## src/rtl/wop_issue_seq_pkg.sv

```systemverilog
// Core definitions shared by the wide-op issue path: uop slot layout and
// the canonical "empty lane" field values.
package wop_issue_seq_pkg;

  localparam int UOP_W    = 61;
  localparam int REG_W    = 7;
  localparam int IMM_W    = 32;
  localparam int UCMD_W   = 8;

  // Slot packing {RegN, RegS, RegT, Imm, UCmd}, UCmd in the low byte.
  localparam int UCMD_LSB = 0;
  localparam int IMM_LSB  = UCMD_LSB + UCMD_W;
  localparam int REGT_LSB = IMM_LSB + IMM_W;
  localparam int REGS_LSB = REGT_LSB + REG_W;
  localparam int REGN_LSB = REGS_LSB + REG_W;

  localparam logic [REG_W-1:0]  UREG_ZZR  = 7'h00;
  localparam logic [IMM_W-1:0]  UV32_XX   = 32'h0000_0000;
  localparam logic [UCMD_W-1:0] UCMD_NONE = 8'h00;

  function automatic logic [UOP_W-1:0] packUop(
    input logic [REG_W-1:0]  regN,
    input logic [REG_W-1:0]  regS,
    input logic [REG_W-1:0]  regT,
    input logic [IMM_W-1:0]  imm,
    input logic [UCMD_W-1:0] cmd
  );
    logic [UOP_W-1:0] uop;
    uop = '0;
    uop[REGN_LSB +: REG_W]  = regN;
    uop[REGS_LSB +: REG_W]  = regS;
    uop[REGT_LSB +: REG_W]  = regT;
    uop[IMM_LSB  +: IMM_W]  = imm;
    uop[UCMD_LSB +: UCMD_W] = cmd;
    return uop;
  endfunction

  function automatic logic [UCMD_W-1:0] uopCmd(input logic [UOP_W-1:0] uop);
    return uop[UCMD_LSB +: UCMD_W];
  endfunction

  localparam logic [UOP_W-1:0] UOP_IDLE =
    packUop(UREG_ZZR, UREG_ZZR, UREG_ZZR, UV32_XX, UCMD_NONE);

endpackage

```

## src/rtl/wop_issue_seq_slot_pick.sv

```systemverilog
// Combinational priority picker: selects the lowest ISSUE_W set bits of a
// slot mask as one-hot selects and reports which mask bits were taken.
module wop_slot_pick #(
  parameter int MAX_OPS = 5,
  parameter int ISSUE_W = 2
) (
  input  logic [MAX_OPS-1:0]              mask,
  output logic [ISSUE_W-1:0][MAX_OPS-1:0] pick,
  output logic [ISSUE_W-1:0]              pickValid,
  output logic [MAX_OPS-1:0]              consumed
);

  logic [MAX_OPS-1:0] remain [ISSUE_W+1];

  assign remain[0] = mask;

  // Each stage isolates the lowest remaining bit and strips it for the next lane.
  for (genvar gi = 0; gi < ISSUE_W; gi++) begin : genStage
    assign pick[gi]       = remain[gi] & (~remain[gi] + 1'b1);
    assign pickValid[gi]  = |remain[gi];
    assign remain[gi + 1] = remain[gi] & ~pick[gi];
  end

  assign consumed = mask & ~remain[ISSUE_W];

endmodule

```

## src/rtl/wop_issue_seq.sv

```systemverilog
// Issue sequencer: holds one decoded wide-op bundle and drains it to the
// execute stage ISSUE_W uops per cycle, optionally compacting out empty slots.
module wop_issue_seq #(
  parameter int MAX_OPS = 5,
  parameter int ISSUE_W = 2,
  parameter int COMPACT = 1,
  parameter int UOP_W   = 61
) (
  input  logic                       clock,
  input  logic                       reset,
  input  logic                       inValid,
  output logic                       inReady,
  input  logic [MAX_OPS*UOP_W-1:0]   inOps,
  input  logic [3:0]                 inCount,
  output logic [ISSUE_W-1:0]         outValid,
  output logic [ISSUE_W*UOP_W-1:0]   outOps,
  input  logic                       outReady,
  input  logic                       flush,
  output logic                       busy
);
  import wop_issue_seq_pkg::*;

  localparam int N_GRP = (MAX_OPS + ISSUE_W - 1) / ISSUE_W;
  localparam int GRP_W = (N_GRP > 1) ? $clog2(N_GRP) : 1;
  localparam logic [UOP_W-1:0] IDLE_LANE = UOP_IDLE;

  typedef enum logic {ST_IDLE, ST_DRAIN} seqState_t;

  seqState_t                  stReg, stNext;
  logic [MAX_OPS-1:0]         pendReg, pendNext;
  logic [GRP_W-1:0]           grpReg, grpNext;
  logic [MAX_OPS*UOP_W-1:0]   holdReg;

  logic [3:0]                 liveCount;
  logic [MAX_OPS-1:0]         loadPend;
  logic [MAX_OPS-1:0]         slotLive;
  logic [MAX_OPS-1:0]         windowMask;
  logic [MAX_OPS-1:0]         pickMask;
  logic [MAX_OPS-1:0]         consumed;
  logic [MAX_OPS-1:0]         pendLeft;
  logic [ISSUE_W-1:0][MAX_OPS-1:0] pick;
  logic [ISSUE_W-1:0]         pickValid;
  logic                       drain;
  logic                       lastGroup;
  logic                       load;
  logic                       advance;

  function automatic logic [UOP_W-1:0] selectSlot(
    input logic [MAX_OPS*UOP_W-1:0] slots,
    input logic [MAX_OPS-1:0]       oneHot
  );
    logic [UOP_W-1:0] sel;
    sel = '0;
    for (int i = 0; i < MAX_OPS; i++) begin
      if (oneHot[i]) sel = sel | slots[i*UOP_W +: UOP_W];
    end
    return sel;
  endfunction

  assign liveCount = (inCount > 4'(MAX_OPS)) ? 4'(MAX_OPS) : inCount;

  for (genvar gi = 0; gi < MAX_OPS; gi++) begin : genSlot
    assign loadPend[gi]   = (4'(gi) < liveCount) &&
                            ((COMPACT == 0) || (uopCmd(inOps[gi*UOP_W +: UOP_W]) != UCMD_NONE));
    assign slotLive[gi]   = uopCmd(holdReg[gi*UOP_W +: UOP_W]) != UCMD_NONE;
    assign windowMask[gi] = (grpReg == GRP_W'(gi / ISSUE_W));
  end

  // Non-compact mode feeds the whole aligned window so lane j maps to slot grp*ISSUE_W+j.
  assign pickMask = (COMPACT != 0) ? pendReg : windowMask;

  wop_slot_pick #(
    .MAX_OPS (MAX_OPS),
    .ISSUE_W (ISSUE_W)
  ) picker (
    .mask      (pickMask),
    .pick      (pick),
    .pickValid (pickValid),
    .consumed  (consumed)
  );

  assign drain     = (stReg == ST_DRAIN);
  assign pendLeft  = pendReg & ~consumed;
  assign lastGroup = (pendLeft == '0);
  assign inReady   = !flush && (!drain || (outReady && lastGroup));
  assign busy      = drain;
  assign load      = inValid && inReady;
  assign advance   = outReady && drain;

  for (genvar gi = 0; gi < ISSUE_W; gi++) begin : genLane
    logic [UOP_W-1:0] laneUop;
    logic             laneOk;
    assign laneUop = selectSlot(holdReg, pick[gi]);
    assign laneOk  = drain && pickValid[gi] && (|(pick[gi] & pendReg & slotLive));
    assign outValid[gi]                 = laneOk;
    assign outOps[gi*UOP_W +: UOP_W]    = laneOk ? laneUop : IDLE_LANE;
  end

  // Load only happens from IDLE or on the last group's drain edge, so it may
  // overwrite pend outright; flush beats both load and advance.
  always_comb begin
    stNext   = stReg;
    pendNext = pendReg;
    grpNext  = grpReg;
    if (flush) begin
      stNext   = ST_IDLE;
      pendNext = '0;
      grpNext  = '0;
    end else if (load) begin
      pendNext = loadPend;
      grpNext  = '0;
      stNext   = (loadPend != '0) ? ST_DRAIN : ST_IDLE;
    end else if (advance) begin
      pendNext = pendLeft;
      grpNext  = grpReg + 1'b1;
      stNext   = lastGroup ? ST_IDLE : ST_DRAIN;
    end
  end

  always_ff @(posedge clock or posedge reset) begin
    if (reset) begin
      stReg   <= ST_IDLE;
      pendReg <= '0;
      grpReg  <= '0;
    end else begin
      stReg   <= stNext;
      pendReg <= pendNext;
      grpReg  <= grpNext;
    end
  end

  // Payload is only observed through pend, so it needs no reset.
  always_ff @(posedge clock) begin
    if (load) holdReg <= inOps;
  end

endmodule
```

## config.mk

```make
export PLATFORM = sky130hd
export DESIGN_NAME = wop_issue_seq
export DESIGN_NICKNAME = d
export VERILOG_FILES = /design/src/rtl/wop_issue_seq_pkg.sv /design/src/rtl/wop_issue_seq_slot_pick.sv /design/src/rtl/wop_issue_seq.sv
export SDC_FILE = /design/constraint.sdc
export NUM_CORES = 1
export LEC_CHECK = 0
export CORE_MARGIN = 3
export CORE_UTILIZATION = 27
export CTS_BUF_LIST = sky130_fd_sc_hd__clkbuf_8 sky130_fd_sc_hd__clkbuf_16
export DETAILED_ROUTE_END_ITERATION = 7
export SLEW_MARGIN = 20
export SYNTH_ARGS = -nofsm -noshare
export SYNTH_HDL_FRONTEND = slang
export SYNTH_SLANG_ARGS = --single-unit
export TNS_END_PERCENT = 50
```

## constraint.sdc

```tcl
create_clock -name clock -period 18.4 [get_ports clock]
set_input_delay 1.84 -clock clock [delete_from_list [all_inputs] [get_ports clock]]
set_output_delay 1.84 -clock clock [all_outputs]
set_load 0.02 [all_outputs]
```

==> results of run 1 <==
final timing paths:
check / startpoint / to / depth (start not counted) / slack, ns
min: pendReg[0] / pendReg[0] / 1 / 0.75
max in group asynchronous: reset / pendReg[0] / 2 / 16.47
max: pendReg[1] / outOps[62] / 8 / 11.76
min reg2reg: pendReg[0] / pendReg[0] / 1 / 0.75
min in group asynchronous: reset / pendReg[2] / 2 / 1.69
max reg2reg: pendReg[1] / holdReg[41] / 7 / 13.55
sequential cells by signal, indices dropped and copies added (netlist names):
signal	flops
holdReg	305
pendReg	5
busy	1
cell families after synthesis:
group,after synthesis
DFF,311
AOI/OAI and AO/OA,348
buffers and inverters,95
and+or+nand+nor,246
muxes,54
xor gates and xnor gates,3
adders and majority gates,1
worst max-delay path, delay by kind of cell (launching register included):
family | cells | cell delay (ns)
AO/OA/AOI/OAI | 4 | 1.38
buffers and inverters | 3 | 1.86
flip-flops | 1 | 0.81
AND/OR/NAND/NOR | 1 | 0.13
power by group through the flow:
stage               sequential, mW  combinational [mW]  clock (mW)
detailed placement           0.851               0.266           0
global placement             0.850               0.264           0
floorplan                    0.853               0.136           0
finish                       0.836               0.265       0.712
global route                 0.840               0.286       0.758
CTS                          0.836               0.267       0.734
synthesized netlist by cell type (all sizes together) (8+ instances only):
| cell | count |
|---|---|
| nor4 | 13 |
| a221oi | 61 |
| mux2i | 54 |
| a21oi | 79 |
| o2bb2ai | 53 |
| a222oi | 8 |
| nand2b | 10 |
| nor2 | 78 |
| clkbuf | 55 |
| o21ai | 65 |
| buf | 34 |
| nand2 | 119 |
| or4 | 9 |
| edfxtp | 305 |
| a22oi | 63 |
placed cells by master, fill, tap and decap left out, types with 3 or more instances in the layout:
cell	Yosys	routed
nor2_1	77	77
o211ai_1	3	3
clkdlybuf4s50_1	0	439
bufinv_16	0	3
nor4_1	13	13
inv_1	6	14
clkbuf_16	0	39
a22oi_1	63	63
nand2_1	118	118
a21oi_2	30	30
a21oi_1	49	49
dfrtp_4	0	3
edfxtp_1	305	305
buf_4	2	15
o21ai_0	61	61
nand2b_1	10	10
clkinv_1	0	7
a221oi_1	61	61
o2bb2ai_1	53	53
a222oi_1	8	8
or4_1	8	8
mux2i_1	54	54
xor2_1	3	3
nor3_1	5	5
dfrtp_1	6	3
nand3_1	4	4
inv_6	0	3
metrics by stage:
| step | power (mW) | util (%) |
|---|---|---|
| 2_1_floorplan | 0.989 | - |
| 3_3_place_gp | 1.11 | 37.5 |
| 3_5_place_dp | 1.12 | 37.5 |
| 4_1_cts | 1.84 | 39.8 |
| 5_1_grt | 1.88 | 39.8 |
| 6_report | 1.81 | 39.8 |
layer usage:
layer  part of all wire, %  track usage, %
met5                 0.089               0
met4                   2.2            5.29
met3                   9.5            4.96
met2                    49            28.7
met1                    40            21.1
layout make-up:
type                       instances  area [um2]  share of cell area (%)
multi-input combinational        652        4260                    21.1
antenna                            2        5.00                  0.0249
clock buffer                      39         976                    4.85
sequential                       311        9320                    46.3
timing repair buffer             454        4510                    22.4
inverter                           6        25.0                   0.124
tap                              672         841                    4.18
clock inverter                    26         201                    1.00
==> metrics.yaml, run 1 <==
synth_xor_area_share_pct: 0.188
synthMuxAreaShare_pct: 3.87
dpl-instance-area_um2: 18900
yosysWarnings: 0
comb_power_share_pct: 14.6
maxCapViolations: 0
holdBufCountCts: 0
cts_sinks: 311
clkLatencyLatePin_ns: 0.54
overflow: 0
num_rows: 82
drt_wl_total_mm: 48.4
fp.dieArea_um2: 54400
hold_viol: 0
grt_max_degree: 80
finalClockSkew_ns: 0.0121
pre_cts_slack_ns: 12.22
fin_cells: 2162
p_int_mw: 1.36
antenna_found_initial: 5
layout.nets: 1776
setup_viol: 0
tritoncts: "yes"
synth_top_family_by_area: "compound AO/OA/AOI/OAI gates"
clockPowerShare_pct: 39.3
crit_type: "flip-flop to output port"
cts_buffer_depth: 3
synth_area_um2: 13900
synth-edff-count: 305
path_max_fanout: 73
numCtsBuffers: 37
cts_resized: 0
slowest_delay_ns: 0.81
fin_hold_ws_ns: 0.745
vias: 11100
synth.avg_cell_area_um2: 13.2
status: "finished clean"
required_ns: 16.56
synthSimpleGateAreaFrac_pct: 7.67
p_leak_nw: 6.48
synth_cell_types: 50
pwr-share-seq_pct: 46.1
wl_per_cell_um: 22.4
drt-pass1-iter-count: 7
routed_via_density: 5.12
worst_setup_path_end_kind: "output port"
fin_ws_ns: 11.76
switching_share_pct: 24.8
grt_pass1_wl_mm: 70.1
rsz0062_at_grt: "false"
dieHeight_um: 233
vdd_drop_max_v: 0.0000591
synth_top_area_share_pct: 65.7
placedCellCount: 2095
clkSlewWorstSetupHoldPaths_ns: 0.06
hpwl_mm: 32.1
synth-main-ff-cell: "edfxtp_1"
post_cts_buffers: 0
tightest_slew_ns: 1.07
drive_gt1_share_pct: 7.53
cpMostUsedCell: "buf_4"
switchingPower_mw: 0.450
yosysSeqAreaShare_pct: 66.7
first_iter_violations: 872
p_per_area_nw_per_um2: 90.1
report.final.slew_viol_count: 0
arrival_ns: 4.80
setup_tns_ns: 0
ys_async_sr_fraction_pct: 1.93
initial_core_util_pct: 27.6
hold_path_class: "flip-flop to flip-flop"
io_pins: 440
relSlewSlack_pct: 28.4
syn_inst: 1058
path_cells: "buf_4 -> o21ai_0 -> o211ai_1 -> o221ai_1 -> o21ai_4 -> buf_4 -> nor2_1 -> clkdlybuf4s50_1"
grt_use_total_pct: 17.0
drc_errors: 0
stdcell_area_um2: 20100
timing.fmax_mhz: 151
synthToLayoutAreaGrowth_pct: 44.3
globalplace.congestion: 0.859
syn_nets: 1372
cts-htree-levels: 2
cpMaxStageDelayCell: "dfrtp_4"
core_um2: 50600
port_buffers: 439
grt_pass1_vias: 11400
ant_nets: 0
synth_fa_ha_area_share_pct: 0.0718
min_period_ns: 6.64
dieWidth_um: 233
synth_compound_area_share_pct: 18.4
period_share_pct: 36.1
ys_top_cells_by_area: "edfxtp_1 (66%), mux2i_1 (3.9%), a221oi_1 (3.8%)"
ys_seq_elements: 311
synth_top_area_cell: "edfxtp_1"
crit_path_start_kind: "flip-flop"
n_fill_cell: 4767
root_buffer: "clkbuf_16"
(Power assumes the default switching activity.)
==> inputs of run 2 (changes only) <==
==> constraint.sdc (replaced) <==
create_clock -name clock -period 6.5 [get_ports clock]
set_input_delay 0.65 -clock clock [delete_from_list [all_inputs] [get_ports clock]]
set_output_delay 0.65 -clock clock [all_outputs]
set_load 0.02 [all_outputs]
==> run 2 against run 1 <==
Compared with the run above: final area barely moved; critical path depth down 1; clock power increased to 2.8 times the previous value; power rose to 2.8 times the previous value; via count down 0.49%; worst hold slack lost 0.37 ns; critical path type unchanged; critical endpoint is now outOps[24].
==> metrics.yaml, run 2 (same netlist as run 1, synthesis figures left out) <==
path_cells: "inv_4 -> nand2_4 -> o21ai_2 -> o41ai_4 -> buf_4 -> a21oi_1 -> clkdlybuf4s50_1"  # was buf_4 -> o21ai_0 -> o211ai_1 -> o221ai_1 -> o21ai_4 -> buf_4 -> nor2_1 -> clkdlybuf4s50_1
core_um2: 50600  # unchanged
drive_gt1_share_pct: 7.27  # was 7.53%
largest-register: "holdReg"  # unchanged
numCtsBuffers: 37  # unchanged
period_share_pct: 75.1
tightest_slew_ns: 1.03  # was 1.07 ns
multi_input_area_um2: 4270  # was 4260 um2
vias: 11000  # was 11100
num_rows: 82  # unchanged
ant_nets: 0  # unchanged
stdcell_area_um2: 20100  # about the same
layout.nets: 1772  # was 1776
maxCapViolations: 0  # unchanged
post_cts_buffers: 0  # unchanged
clkSlewWorstSetupHoldPaths_ns: 0.06  # about the same
hold_viol: 0  # unchanged
globalplace.congestion: 0.822  # was 0.859
fin_cells: 2159  # was 2162
drt_wl_total_mm: 48.6  # was 48.4 mm
p_leak_nw: 6.47  # was 6.48 nW
crit_type: "flip-flop to output port"  # unchanged
final_common_cell: "clkdlybuf4s50_1"  # unchanged
dpl-instance-area_um2: 19000  # was 18900 um2
routed_via_density: 5.10  # was 5.12
crit_path_start_kind: "flip-flop"  # unchanged
arrival_ns: 4.23  # was 4.80 ns
io_pins: 440  # unchanged
dieHeight_um: 233  # unchanged
grt_pass1_wl_mm: 70.5  # was 70.1 mm
final_cell_mix: "clkdlybuf4s50_1 (439), edfxtp_1 (305), nand2_1 (118), nor2_1 (77), a22oi_1 (63)"  # unchanged
rsz0062_at_grt: "false"  # unchanged
required_ns: 5.85  # was 16.56 ns
synthToLayoutAreaGrowth_pct: 44.3  # about the same
status: "finished clean"  # unchanged
dieWidth_um: 233  # unchanged
grt_max_degree: 164  # was 80
regArea_um2: 9320  # unchanged
largest_reg_flops: 305  # unchanged
port_buffers: 439  # unchanged
cts_sinks: 311  # unchanged
setup_tns_ns: 0  # unchanged
tritoncts: "yes"  # unchanged
setup_viol: 0  # unchanged
path_max_fanout: 54  # was 73
overflow: 0  # unchanged
hpwl_mm: 32.6  # was 32.1 mm
grt_pass1_vias: 11400  # about the same
min_period_ns: 4.88
drc_errors: 0  # unchanged
fin_ws_ns: 1.62  # was 11.76 ns
cts-htree-levels: 2  # unchanged
vdd_drop_max_v: 0.000178  # was 0.0000591 V
initial_core_util_pct: 27.6  # unchanged
root_buffer: "clkbuf_16"  # unchanged
grt_use_total_pct: 17.1  # was 17.0%
first_iter_violations: 882  # was 872
finalClockSkew_ns: 0.00914  # was 0.0121 ns
fin_util_pct: 39.8  # about the same
drt-pass1-iter-count: 5  # was 7
report.final.slew_viol_count: 0  # unchanged
slowest_delay_ns: 0.84  # was 0.81 ns
pre_cts_slack_ns: 2.16  # was 12.22 ns
n_fill_cell: 4718  # was 4767
p_per_area_nw_per_um2: 252  # was 90.1 nW/um2
cts_resized: 0  # unchanged
hold_path_class: "primary input to asynchronous set/reset pin"  # was flip-flop to flip-flop
relSlewSlack_pct: 31.6  # was 28.4%
antenna_found_initial: 5  # unchanged
placedCellCount: 2091  # was 2095
clkLatencyLatePin_ns: 0.53  # was 0.54 ns
timing.fmax_mhz: 205
worst_setup_path_end_kind: "output port"  # unchanged
fp.dieArea_um2: 54400  # unchanged
wl_per_cell_um: 22.5  # was 22.4 um
cts_buffer_depth: 3  # unchanged
cpMaxStageDelayCell: "dfrtp_4"  # unchanged
holdBufCountCts: 0  # unchanged
run 2: changes by cell type in the layout (fill, tap and decap cells not counted):
cell        previous run  this run
clkinv_1               7         9
diode_2                2         1
and3_4                 0         1
inv_8                  0         1
clkinvlp_4             2         0
buf_16                 0         1
and3_2                 1         0
clkinv_4               0         4
buf_12                 0         3
nand2_2                1         0
inv_6                  3         2
bufinv_16              3         1
nand2_4                0         1
buf_4                 15         7
run 2: per-layer routing:
metal	vias to the layer above	GRT usage (%)	share of wire (%)
met5	-	0	0.099
met4	8	4.95	2.2
met3	76	5.01	9.4
met2	553	29.0	49
met1	5377	21.2	39
li1	4997	-	-
run 2: final timing paths:
check / startpoint / endpoint / slack, ns / cells after the start
max in group asynchronous: reset / pendReg[0] / 5.89 / 2
hold / removal: reset / pendReg[1] / 0.37 / 2
setup reg to reg: pendReg[2] / holdReg[215] / 3.24 / 5
setup / recovery: pendReg[0] / outOps[24] / 1.62 / 7
hold reg to reg: pendReg[4] / pendReg[4] / 0.76 / 2
min in group clock: inOps[159] / holdReg[159] / 0.67 / 1
run 2: per-stage QoR:
| stage | hold WS, ns | total power [mW] |
|---|---|---|
| 2_1_floorplan | 0.441 | 2.79 |
| 3_3_place_gp | 0.721 | 3.15 |
| 3_5_place_dp | 0.721 | 3.16 |
| 4_1_cts | 0.364 | 5.16 |
| 5_1_grt | 0.382 | 5.29 |
| 6_report | 0.374 | 5.08 |
run 2: area by class of cell:
| type | instances | area share [%] |
|---|---|---|
| clock buffer | 39 | 4.85 |
| multi-input combinational | 652 | 21.2 |
| timing repair buffer | 450 | 22.5 |
| inverter | 6 | 0.124 |
| sequential | 311 | 46.3 |
| antenna | 1 | 0.0124 |
| tap | 672 | 4.18 |
| clock inverter | 28 | 0.851 |
run 2: power by group:
group | switching [mW] | internal [mW]
Sequential | 0.0763 | 2.31
Clock | 0.833 | 1.13
Combinational | 0.382 | 0.346
run 2: worst max-delay path: cells and delay by family (launching register included):
kind	cells	cell delay, ns
buf+inv	3	1.44
compound gates	3	0.62
simple gates	1	0.71
flops	1	0.84
